===== config.mk =====
export PLATFORM = sky130hd
export DESIGN_NAME = load_extend_flat
export DESIGN_NICKNAME = d
export VERILOG_FILES = /design/src/rtl/load_extend_if.sv /design/src/rtl/load_extend.sv /design/src/flat_wrapper.sv
export SDC_FILE = /design/constraint.sdc
export NUM_CORES = 1
export LEC_CHECK = 0
export CAP_MARGIN = 20
export CORE_UTILIZATION = 47
export DETAILED_ROUTE_END_ITERATION = 8
export HOLD_SLACK_MARGIN = 0.03
export PLACE_DENSITY = 0.89
export SLEW_MARGIN = 20
export SYNTH_ARGS = -nofsm -noshare
export SYNTH_HDL_FRONTEND = slang
export SYNTH_SLANG_ARGS = --single-unit

===== constraint.sdc =====
create_clock -name clk -period 4.5 [get_ports clk]
set_input_delay 0.675 -clock clk [delete_from_list [all_inputs] [get_ports clk]]
set_output_delay 0.675 -clock clk [all_outputs]
set_load 0.005 [all_outputs]

===== src/rtl/load_extend_if.sv =====
// load_extend_if: beat/result handshake bundle for the load_extend stage.
// The slave modport is the stage itself; the master modport is the side that
// presents memory beats and consumes extended results.
interface load_extend_if #(
    parameter int DATA_WIDTH = 32
) ();
    localparam int BYTES = DATA_WIDTH / 8;
    localparam int OW    = $clog2(BYTES);

    logic                  in_valid;
    logic                  in_ready;
    logic [DATA_WIDTH-1:0] in_data;
    logic [OW-1:0]         in_offset;
    logic [1:0]            in_size;
    logic                  in_unsigned;
    logic                  out_valid;
    logic                  out_ready;
    logic [DATA_WIDTH-1:0] out_data;
    logic                  out_fault;

    modport slave (
        input  in_valid, in_data, in_offset, in_size, in_unsigned, out_ready,
        output in_ready, out_valid, out_data, out_fault
    );

    modport master (
        output in_valid, in_data, in_offset, in_size, in_unsigned, out_ready,
        input  in_ready, out_valid, out_data, out_fault
    );
endinterface


===== src/rtl/load_extend.sv =====
// load_extend: load-data alignment and sign/zero extension for the writeback
// path. A raw memory beat is shifted down to the addressed byte lane, masked to
// the access size and extended to DATA_WIDTH; the result sits in an output
// register behind a valid/ready handshake.
//
// Build option: define LOAD_EXT_MISALIGN_EN to reassemble loads that straddle
// a word boundary from two consecutive beats (state HI). Without it such loads
// complete in one beat with out_fault = 1 and out_data = 0.
module load_extend #(
    parameter int DATA_WIDTH = 32
) (
    input  logic          clk,
    input  logic          rst,
    input  logic          flush,
    load_extend_if.slave  bus
);
    localparam int BYTES = DATA_WIDTH / 8;
    localparam int OW    = $clog2(BYTES);

`ifdef LOAD_EXT_MISALIGN_EN
    localparam logic [0:0]  ST_IDLE = 1'b0;
    localparam logic [0:0]  ST_HI   = 1'b1;
    localparam logic [OW:0] BYTES_L = (OW+1)'(BYTES);
`endif

    // Mask a right-justified field to the access size and extend it.
    function automatic logic [DATA_WIDTH-1:0] extend_f(
        input logic [DATA_WIDTH-1:0] field,
        input logic [1:0]            size,
        input logic                  uns
    );
        logic                  sign_v;
        int                    nb_v;
        logic [DATA_WIDTH-1:0] res_v;
        case (size)
            2'd0:    begin sign_v = field[7];            nb_v = 1; end
            2'd1:    begin sign_v = field[15];           nb_v = 2; end
            2'd2:    begin sign_v = field[31];           nb_v = 4; end
            default: begin sign_v = field[DATA_WIDTH-1]; nb_v = 8; end
        endcase
        res_v = '0;
        for (int i = 0; i < BYTES; i++) begin
            if (i < nb_v) begin
                res_v[8*i +: 8] = field[8*i +: 8];
            end else begin
                res_v[8*i +: 8] = {8{sign_v & ~uns}};
            end
        end
        return res_v;
    endfunction

    // Output register
    logic                  out_valid_r;
    logic [DATA_WIDTH-1:0] out_data_r;
    logic                  out_fault_r;

    logic                  nxt_valid_s;
    logic [DATA_WIDTH-1:0] nxt_data_s;
    logic                  nxt_fault_s;

`ifdef LOAD_EXT_MISALIGN_EN
    // Split-load capture: low bytes from the first beat plus its attributes
    logic [0:0]            state_r;
    logic [DATA_WIDTH-1:0] lo_r;
    logic [OW-1:0]         off_r;
    logic [1:0]            size_r;
    logic                  uns_r;

    logic [0:0]            nxt_state_s;
    logic [DATA_WIDTH-1:0] nxt_lo_s;
    logic [OW-1:0]         nxt_off_s;
    logic [1:0]            nxt_size_s;
    logic                  nxt_uns_s;

    logic [OW:0]           hi_sh_s;
    logic [DATA_WIDTH-1:0] merged_s;
`endif

    logic                  in_ready_s;
    logic                  accept_s;
    logic [4:0]            nbytes_s;
    logic [4:0]            span_s;
    logic                  illegal_s;
    logic                  split_s;
    logic [DATA_WIDTH-1:0] field_s;

    // Input side can take a beat whenever the output register is free or draining.
    always_comb begin
        in_ready_s = !out_valid_r || bus.out_ready;
        accept_s   = bus.in_valid && in_ready_s;
    end

    // Classify the presented beat and shift its addressed lane down to bit 0.
    always_comb begin
        nbytes_s  = 5'd1 << bus.in_size;
        span_s    = 5'(bus.in_offset) + nbytes_s;
        illegal_s = nbytes_s > 5'(BYTES);
        split_s   = span_s > 5'(BYTES);
        field_s   = bus.in_data >> {bus.in_offset, 3'b000};
    end

`ifdef LOAD_EXT_MISALIGN_EN
    // Splice the second beat above the captured low bytes.
    always_comb begin
        hi_sh_s  = BYTES_L - {1'b0, off_r};
        merged_s = lo_r | (bus.in_data << {hi_sh_s, 3'b000});
    end
`endif

    // Next-state and next-output selection for one handshake.
    always_comb begin
        nxt_valid_s = out_valid_r;
        nxt_data_s  = out_data_r;
        nxt_fault_s = out_fault_r;
`ifdef LOAD_EXT_MISALIGN_EN
        nxt_state_s = state_r;
        nxt_lo_s    = lo_r;
        nxt_off_s   = off_r;
        nxt_size_s  = size_r;
        nxt_uns_s   = uns_r;
`endif
        if (accept_s) begin
`ifdef LOAD_EXT_MISALIGN_EN
            if (state_r == ST_HI) begin
                // Second beat: attributes come from the first beat.
                nxt_valid_s = 1'b1;
                nxt_data_s  = extend_f(merged_s, size_r, uns_r);
                nxt_fault_s = 1'b0;
                nxt_state_s = ST_IDLE;
            end else if (illegal_s) begin
                nxt_valid_s = 1'b1;
                nxt_data_s  = '0;
                nxt_fault_s = 1'b1;
            end else if (split_s) begin
                // First beat of a straddling load: hold it, emit nothing.
                nxt_valid_s = 1'b0;
                nxt_lo_s    = field_s;
                nxt_off_s   = bus.in_offset;
                nxt_size_s  = bus.in_size;
                nxt_uns_s   = bus.in_unsigned;
                nxt_state_s = ST_HI;
            end else begin
                nxt_valid_s = 1'b1;
                nxt_data_s  = extend_f(field_s, bus.in_size, bus.in_unsigned);
                nxt_fault_s = 1'b0;
            end
`else
            if (illegal_s || split_s) begin
                nxt_valid_s = 1'b1;
                nxt_data_s  = '0;
                nxt_fault_s = 1'b1;
            end else begin
                nxt_valid_s = 1'b1;
                nxt_data_s  = extend_f(field_s, bus.in_size, bus.in_unsigned);
                nxt_fault_s = 1'b0;
            end
`endif
        end else if (bus.out_ready) begin
            nxt_valid_s = 1'b0;
        end else begin
            nxt_valid_s = out_valid_r;
        end
    end

    // Output register: reset clears everything, flush only drops the result.
    always_ff @(posedge clk) begin
        if (rst) begin
            out_valid_r <= 1'b0;
            out_data_r  <= '0;
            out_fault_r <= 1'b0;
        end else if (flush) begin
            out_valid_r <= 1'b0;
        end else begin
            out_valid_r <= nxt_valid_s;
            out_data_r  <= nxt_data_s;
            out_fault_r <= nxt_fault_s;
        end
    end

`ifdef LOAD_EXT_MISALIGN_EN
    // Split-load state: reset or flush abandons a half-assembled load.
    always_ff @(posedge clk) begin
        if (rst) begin
            state_r <= ST_IDLE;
            lo_r    <= '0;
            off_r   <= '0;
            size_r  <= 2'd0;
            uns_r   <= 1'b0;
        end else if (flush) begin
            state_r <= ST_IDLE;
        end else begin
            state_r <= nxt_state_s;
            lo_r    <= nxt_lo_s;
            off_r   <= nxt_off_s;
            size_r  <= nxt_size_s;
            uns_r   <= nxt_uns_s;
        end
    end
`endif

    assign bus.in_ready  = in_ready_s;
    assign bus.out_valid = out_valid_r;
    assign bus.out_data  = out_data_r;
    assign bus.out_fault = out_fault_r;
endmodule


===== src/flat_wrapper.sv =====
// flat-port wrapper written by rule: the top's interface ports become plain ports
module load_extend_flat 
#(
    parameter int DATA_WIDTH = 32
)
  (clk, rst, flush, bus_in_valid, bus_in_data, bus_in_offset, bus_in_size, bus_in_unsigned, bus_out_ready, bus_in_ready, bus_out_valid, bus_out_data, bus_out_fault);
  load_extend_if #(.DATA_WIDTH(DATA_WIDTH)) bus_i ();
  input  logic clk;
  input  logic rst;
  input  logic flush;
  input wire logic [$bits(bus_i.in_valid)-1:0] bus_in_valid;
  input wire logic [$bits(bus_i.in_data)-1:0] bus_in_data;
  input wire logic [$bits(bus_i.in_offset)-1:0] bus_in_offset;
  input wire logic [$bits(bus_i.in_size)-1:0] bus_in_size;
  input wire logic [$bits(bus_i.in_unsigned)-1:0] bus_in_unsigned;
  input wire logic [$bits(bus_i.out_ready)-1:0] bus_out_ready;
  output wire logic [$bits(bus_i.in_ready)-1:0] bus_in_ready;
  output wire logic [$bits(bus_i.out_valid)-1:0] bus_out_valid;
  output wire logic [$bits(bus_i.out_data)-1:0] bus_out_data;
  output wire logic [$bits(bus_i.out_fault)-1:0] bus_out_fault;
  assign bus_i.in_valid = bus_in_valid;
  assign bus_i.in_data = bus_in_data;
  assign bus_i.in_offset = bus_in_offset;
  assign bus_i.in_size = bus_in_size;
  assign bus_i.in_unsigned = bus_in_unsigned;
  assign bus_i.out_ready = bus_out_ready;
  assign bus_in_ready = bus_i.in_ready;
  assign bus_out_valid = bus_i.out_valid;
  assign bus_out_data = bus_i.out_data;
  assign bus_out_fault = bus_i.out_fault;
  load_extend #(.DATA_WIDTH(DATA_WIDTH)) u_core (.clk(clk), .rst(rst), .flush(flush), .bus(bus_i));
endmodule

==> run summary <==
Worst Max-Slew Pin Slew: 0.961 ns
CTS clk-pin slew, worst paths: 0.06 ns
Storage cell area: 681 um^2
crit path DAT: 3.74 ns
status: finished, final reports clean
Final min period: 3.54 ns
Total GRT Usage: 27.1%
Yosys reg bits: 34
distinct cell type count after synthesis: 40
cts hold-fix bufs: 0
f_max: 282 MHz
worst reg2reg path startpoint: u_core.bus.out_valid
reg-to-reg endpoint: u_core.bus.out_data[20]
Leak: 1.06 nW
FF-to-FF setup slack: 2.36 ns
hold crit path type: reg2reg
Clock Tree Root: clkbuf_8
antenna violations before repair: 0
DRT antenna net count: 0
area used by multi-input combinational logic: 0.00117 mm^2
Iter 0 DRT Violations: 177
Post-Place Worst Slack: 0.720 ns
Rel. slew slack: 35.7%
GP Congestion: 0.880
Syn Area/Cell: 9.09 um^2
Worst-Skew Late Latency: 0.29 ns
Cell Rows: 23
area grow syn2layout: 44.1%
Clock Skew: 0.00445 ns
Post-synth EDFFs: 0
cell taking the most area after synthesis: dfxtp_1
largest net degree at the start of global routing: 28
Crit path required time: 4.70 ns
# fillers: 317
Die Ht: 66.5 um
Setup crit start kind: input port
CTS-repair resized insts: 0
total gr overflow: 0
post-DR wirelength/cell: 16.7 um
CTS tree: built
Max Fanout on Critical Path: 10
Critical Path Sink: u_core.bus.out_data[20]
global-route wire length before repair: 8860 um
ant diodes: 0
share of cells above drive strength 1: 10.1%
RSZ-0062 raised after global routing: no
DRC errors left: 0
endpoint class of the critical path: register
vias in the first global route: 1793
VDD IR max: 0.000208 V
ranking of synthesized cells by area: dfxtp_1 (35%), mux2i_1 (13%), o21ai_2 (4.5%), nand2_1 (3.6%), a32oi_1 (3.6%)
Post-synth ARST share: 0%
DP HPWL: 4170 um
Worst Setup SP: bus_in_size[1]
Final Cycle Share: 78.7%
I/O pins: 77
Total Neg Setup Slack: 0 ns
first-pass iteration count of the detailed router: 5
die span in x: 66.5 um
worst setup path class: in2reg
vias: 1985
final number of hold-violating endpoints: 0
die area: 0.00442 mm^2
DR vias/cell: 5.87
Post-Syn Area: 0.00195 mm^2
clock tree sinks: 34
Yosys warnings: 0
starting density of the core: 48.9%
Mapped Cells: 215
top-count cell post-synth: dfxtp_1
number of port buffers: 76
Final #Nets: 331
fin worst setup slack: 0.957 ns
count of pins over their slew limit: 0
TritonCTS Buffers: 5
CTS H-Tree Depth: 2
Reg2Reg Depth: 5
Seq/Total Area, Yosys: 34.8%
top_reg_cell synth: dfxtp_1
final setup violating endpoints: 0
setup bufs post-CTS: 0
power per standard cell area: 252 mW/mm^2
WL final: 5640 um
Syn Nets: 259
top cell type's share of synthesized area: 34.8%
commonest cells in the netlist: dfxtp_1 (34), mux2i_1 (25), nand2_1 (19)
Clock Tree Buf Depth: 2
maxcap violations: 0
core box area: 0.00400 mm^2
## placed cells by master, fill, tap and decap left out, drive strengths merged, types with 2 or more instances in the layout
master and instances:
clkinv 2, mux2i 25, clkdlybuf4s50 76, dfxtp 34, clkbuf 7, a22o 7, buf 5, a31oi 7
nand2 19, a2111oi 2, a22oi 9, a21oi 9, inv 3, nor2b 2, a21boi 7, nor3 11
nand2b 4, o21ai 23, nor2 14, a32oi 8
## worst min path at each step
stage | startpoint | endpoint | slack, ns | cells past startpoint
global placement | u_core.bus.out_data[7] | u_core.bus.out_data[7] | 0.48 | 2
CTS | u_core.bus.out_data[15] | u_core.bus.out_data[15] | 0.49 | 2
floorplan | u_core.bus.out_data[15] | u_core.bus.out_data[15] | 0.45 | 2
global route | u_core.bus.out_data[13] | u_core.bus.out_data[13] | 0.50 | 1
detailed placement | u_core.bus.out_data[13] | u_core.bus.out_data[13] | 0.47 | 1
finish | u_core.bus.out_data[15] | u_core.bus.out_data[15] | 0.49 | 2
## sequential cells by signal (all words and copies together) (netlist names)
signal                cells
u_core.bus.out_data      32
u_core.bus.out_fault      1
u_core.bus.out_valid      1
## critical path, stage by stage
cell	delay (ns)
clkdlybuf4s50_1	0.54
nor2_2	0.41
ha_1	0.22
inv_1	0.05
fa_1	0.50
nand2b_1	0.14
a2111oi_2	0.71
buf_4	0.25
a22oi_1	0.07
o21ai_0	0.18
## logic make-up (layout without fill, tap and decap cells)
kind of cell	count (synthesis)	in the layout	share of synthesized area (%)
AOI/OAI and AO/OA	75	75	28.7
and+or+nand+nor	57	57	15.0
DFF	34	34	34.8
muxes	26	26	14.0
buffers and inverters	20	93	5.38
adders and majority gates	2	2	1.66
xor gates and xnor gates	1	1	0.448
## cell type report
cell class | instances | area share (%)
clock buffers | 7 | 3.07
flip-flops and latches | 34 | 24.2
clock inverters | 1 | 0.178
multi-input cells | 161 | 41.5
inverters | 4 | 0.533
well taps | 50 | 2.22
repair buffers | 81 | 28.3
## power breakdown
part,switching (mW),total [mW],internal [mW]
sequential,0.00545,0.316,0.310
combinational,0.0773,0.161,0.0834
clock,0.109,0.232,0.123
## per-stage QoR
| step | total power [mW] | area (um^2) | util, % | hold WS, ns | std cells |
|---|---|---|---|---|---|
| detailed placement | 0.481 | 2730 | 68.1 | 0.473 | 330 |
| global placement | 0.478 | 2730 | 68.1 | 0.476 | 330 |
| finish | 0.708 | 2820 | 70.4 | 0.491 | 338 |
| global route | 0.738 | 2820 | 70.4 | 0.503 | 338 |
| CTS | 0.709 | 2820 | 70.4 | 0.492 | 338 |
| floorplan | 0.402 | 1950 | - | 0.448 | 215 |
## metal layers
metal  part of all wire, %  wire (um)  vias up  track usage [%]
met4                   1.7         97        0             9.57
met5                     0          0        -                0
met2                    49       2770       81             45.3
met3                   5.6        314       11             4.79
met1                    43       2450      945             34.8
li1                      -          -      948                -
Note: power is estimated with default switching activity, not from simulation.
